[config.mk]
export PLATFORM = sky130hd
export DESIGN_NAME = bin2bcd_seq
export DESIGN_NICKNAME = d
export VERILOG_FILES = /design/src/rtl/bin2bcd_seq.sv
export SDC_FILE = /design/constraint.sdc
export NUM_CORES = 1
export LEC_CHECK = 0
export CAP_MARGIN = 20
export CORE_ASPECT_RATIO = 0.8
export CORE_UTILIZATION = 25
export DETAILED_ROUTE_END_ITERATION = 12
export DONT_BUFFER_PORTS = 1
export GPL_ROUTABILITY_DRIVEN = 1
export GPL_TIMING_DRIVEN = 0
export SETUP_SLACK_MARGIN = 0.15
export SLEW_MARGIN = 5
export SYNTH_ARGS = -nofsm -noshare
export SYNTH_HDL_FRONTEND = slang
export SYNTH_SLANG_ARGS = --single-unit
[constraint.sdc]
create_clock -name clk -period 2.9 [get_ports clk]
set_clock_uncertainty 0.05 [all_clocks]
set_input_delay 0.58 -clock clk [delete_from_list [all_inputs] [get_ports clk]]
set_output_delay 0.58 -clock clk [all_outputs]
set_load 0.02 [all_outputs]
[src/rtl/bin2bcd_seq.sv]
// Sequential binary-to-BCD converter (shift-and-add-3), one operand bit per clock.
// Latency: WIDTH+1 clocks from the accepting edge to done; repeat period WIDTH+3.
// Backpressure: start is a level request that is sampled only in IDLE/DONE; done holds until start drops.
module bin2bcd_seq #(
    parameter int WIDTH  = 8,
    parameter int DIGITS = 3
) (
    input  logic                  clk,
    input  logic                  rst,
    input  logic                  start,
    input  logic [WIDTH-1:0]      bin_in,
    output logic                  busy,
    output logic                  done,
    output logic [DIGITS*4-1:0]   bcd_out,
    output logic                  ovf
);

    localparam int CW = $clog2(WIDTH + 1);
    localparam int BW = DIGITS * 4;

    typedef enum logic [1:0] {
        IDLE  = 2'd0,
        PREP  = 2'd1,
        SHIFT = 2'd2,
        DONE  = 2'd3
    } state_t;

    state_t          state;
    logic [WIDTH-1:0] sh;
    logic [BW-1:0]    work;
    logic [CW-1:0]    cnt;
    logic             ovf_acc;

    logic [BW-1:0]    adj;
    logic [BW-1:0]    work_nxt;
    logic [WIDTH-1:0] sh_nxt;
    logic             out_bit;
    logic [3:0]       dig;

    // Digits are corrected independently before the shift; no carry crosses a nibble.
    always_comb begin
        adj = '0;
        dig = '0;
        for (int i = 0; i < DIGITS; i++) begin
            dig = work[i*4 +: 4];
            adj[i*4 +: 4] = (dig >= 4'd5) ? (dig + 4'd3) : dig;
        end
        {work_nxt, sh_nxt} = {adj, sh} << 1;
        out_bit = adj[BW-1];
    end

    assign busy = (state == PREP) || (state == SHIFT);
    assign done = (state == DONE);

    always_ff @(posedge clk or posedge rst) begin
        if (rst) begin
            state   <= IDLE;
            sh      <= '0;
            work    <= '0;
            cnt     <= '0;
            ovf_acc <= 1'b0;
            bcd_out <= '0;
            ovf     <= 1'b0;
        end else begin
            case (state)
                IDLE: begin
                    if (start) begin
                        sh    <= bin_in;
                        state <= PREP;
                    end
                end
                PREP: begin
                    work    <= '0;
                    cnt     <= CW'(WIDTH);
                    ovf_acc <= 1'b0;
                    state   <= SHIFT;
                end
                SHIFT: begin
                    work    <= work_nxt;
                    sh      <= sh_nxt;
                    ovf_acc <= ovf_acc | out_bit;
                    cnt     <= cnt - CW'(1);
                    if (cnt == CW'(1)) begin
                        bcd_out <= work_nxt;
                        ovf     <= ovf_acc | out_bit;
                        state   <= DONE;
                    end
                end
                DONE: begin
                    if (!start) begin
                        state <= IDLE;
                    end
                end
                default: state <= IDLE;
            endcase
        end
    end

endmodule
==> summary.md <==
| Metric | Value |
|---|---|
| Status | `complete, no violations` |
| Remaining Overflow, GRT | `0` |
| Initial DRC Count | `65` |
| Seq/Total Area, Yosys | `48.1%` |
| Final wirelength | `4.39 mm` |
| Vias per std cell | `4.81` |
| R2R depth | `5` |
| Pwr dens | `919 mW/mm2` |
| P&R area growth vs syn | `13.3%` |
| Arr. time, crit path | `approximately 2.0 ns` |
| Total die area | `0.00870 mm2` |
| Setup Fix Bufs, Post-CTS | `0` |
| Fin nets | `~240` |
| Switching share of power | `39.4%` |
| Synth Register Bits | `40` |
| Cell with the most instances after synthesis | `dfrtp_1` |
| Met2 wire len | `around 2.2 mm` |
| Synthesized cell area | `0.00208 mm2` |
| Largest family of logic cells by synthesized area | `compound AO/OA/AOI/OAI gates` |
| Slew Limit Headroom | `68.1%` |
| H-tree levels | `2` |
| Min Tclk post-route | `1.88 ns` |
| Clock slew at reported path FFs | `0.08 ns` |
| Hold crit path type | `primary input to asynchronous set/reset pin` |
| Cts bufs inserted | `5` |
| TritonCTS sink count | `40` |
| MaxCap Viol Count | `0` |
| Root Buffer | `clkbuf_8` |
| FF-to-FF Start | `state[1]` |
| Antenna Nets Post-Route | `0` |
| Worst path required time | `3.01 ns` |
| Uppermost layer routed | `met4` |
| Avg WL per Cell | `between 10 and 15 um` |
| Cell area after layout | `approximately 0.0024 mm2` |
| First-pass GRT wire length | `7.68 mm` |
| Top FF cell, synth | `dfrtp_1` |
| XOR/XNOR Fraction of Synth Area | `around 1.3%` |
| Vias | `1557` |
| Post-DP Area | `0.00224 mm2` |
| Share of layout cells above drive strength 1 | `15.3%` |
| Largest cells by area after synthesis | `dfrtp_1 (48%), ha_1 (7.2%), o22ai_1 (6.6%)` |
| Syn_nets | `230` |
| # setup viols final | `0` |
| Post-synth ARST share | `100%` |
| Initial antenna violation count | `0` |
| Routability cong. | `~0.78` |
| CTS resizes | `0` |
| RR Endpoint | `work[7]` |
| Highest Clock Rate | `531 MHz` |
| Final core utilization | `29.5%` |
| Clock Power Share | `22.4%` |
| CP endpoint kind | `flip-flop` |
| Gate power share | `41.1%` |
| GRT Total Usage | `11.0%` |
| Post-synth EDFFs | `0` |
| Simple-Gate Fraction of Synth Area | `9.38%` |
| Synth area leader | `dfrtp_1` |
| Distinct cell type count after synthesis | `36` |
| TNS Setup | `0 ns` |
| Vias in the first global route | `roughly 1600` |
| Largest net degree at the start of global routing | `32` |
| Most instantiated cells after synthesis | `dfrtp_1 (40), nand2_1 (24), o22ai_1 (22)` |
| Tcrit/Tclk final | `64.9%` |
| Synth Area in Compound Gates | `20.0%` |
| Core area | `0.00798 mm2` |
| Wl on met1 | `1.95 mm` |
| Num rows | `29` |
| Ports | `26` |
| Cells after synthesis | `207` |
| TritonCTS clock tree | `yes` |
| Die X | `104 um` |
| RSZ-0062 raised after global routing | `false` |
| IO buf count | `0` |
| Crit path max fanout | `10` |
| Die Ht | `83.6 um` |
| Pleak | `roughly 1.0 nW` |
| Synth warnings | `0` |
| Max VDD drop | `0.224 mV` |
| WL met3 | `162 um` |
| HPWL Detailed | `3.16 mm` |
| Longest Clk Path Bufs | `2` |
| Hold Buf Count CTS | `0` |
| # diodes | `0` |
| Hold Violations, Final | `0` |
| Worst setup startpoint | `state[1]` |
| Worst setup path endpoint | `work[7]` |
| Psw | `0.853 mW` |
| Synth Area in Adders | `7.21%` |
| Reg power frac | `36.5%` |
| Post-route DRC violation count | `0` |
| Avg Cell Area, Syn | `10.1 um2` |
| Setup crit start kind | `flip-flop` |
| Later-pin clock latency in the skew report | `roughly 0.30 ns` |
| Synth top area share | `48.1%` |
| Worst Max-Slew Pin Slew | `approximately 0.48 ns` |
| Pins Over Slew Limit | `0` |
| Iteration count of the initial detailed-routing pass | `4` |
| R2r setup slk | `1.02 ns` |
| Internal Power | `1.31 mW` |
| CP Class | `flip-flop to flip-flop` |
| Multiplexer share of the synthesized area | `under 10%` |
| Initial Utilization | `roughly a quarter` |
==> cell families after synthesis <==
group,after synthesis
and+or+nand+nor,42
xor gates and xnor gates,3
muxes,14
buffers and inverters,29
AOI/OAI and AO/OA,67
adders and majority gates,12
DFF,40
==> metrics by stage <==
step	worst slack [ns]	instances	total power, mW	hold WS [ns]
final	1.02	324	2.17	0.0355
after global routing	0.880	324	2.33	0.0451
after CTS	1.02	324	2.19	0.0335
after detailed placement	1.04	316	1.69	0.361
after global placement	0.776	315	1.67	0.417
after floorplan	1.29	207	1.49	0.391
==> power by group through the flow <==
stage	sequential (mW)	combinational, mW	clock, mW
global route	0.808	0.998	0.521
finish	0.792	0.890	0.485
CTS	0.792	0.896	0.499
global placement	0.796	0.869	0
floorplan	0.770	0.719	0
detailed placement	0.800	0.890	0
==> worst max-delay path: stages, from the launching register on <==
cell and delay [ns]:
dfrtp_1 0.42, inv_1 0.08, ha_1 0.42, buf_2 0.22, clkbuf_1 0.40, o22ai_1 0.17
==> worst min-delay path by stage <==
stage / slack, ns / from / endpoint / cells past startpoint
floorplan: 0.39 / cnt[3] / cnt[3] / 1
detailed placement: 0.36 / rst / sh[7] / 1
global placement: 0.42 / cnt[3] / cnt[3] / 1
CTS: 0.03 / rst / sh[5] / 1
finish: 0.04 / rst / sh[1] / 1
global route: 0.05 / rst / sh[1] / 1
==> per-layer routing <==
layer / vias up / global-route usage, %
li1: 752 / -
met1: 772 / 12.7
met2: 27 / 19.3
met3: 6 / 2.65
met4: 0 / 5.06
met5: - / 0
==> cell usage in the layout, fill, tap and decap left out, drive strengths merged, types with 2 or more instances in the layout <==
master	netlist	layout
a31oi	2	2
nand3	5	5
a211oi	2	2
inv	19	19
clkbuf	2	8
o21ai	20	20
ha	12	12
a21o	2	2
o22ai	23	23
dfrtp	40	40
nor2	5	5
mux2	13	13
nor2b	2	2
nor3	3	3
xnor2	3	3
buf	8	9
nand2	24	24
a22o	2	2
nand2b	2	2
a21oi	12	12
==> state kept, by name (all words and copies together), names as in the netlist <==
name     flops
work        12
bcd_out     12
ovf_acc      1
ovf          1
cnt          4
state        2
sh           8
==> cell type report <==
| cell class | instances | area, um2 |
|---|---|---|
| clock buffers | 6 | 82.6 |
| repair buffers | 1 | 20.0 |
| clock inverters | 2 | 38.8 |
| plain buffers | 10 | 58.8 |
| fillers | 818 | 5620 |
| multi-input cells | 138 | 951 |
| well taps | 108 | 135 |
| flip-flops and latches | 40 | 1000 |
| inverters | 19 | 71.3 |
(Power assumes the default switching activity.)
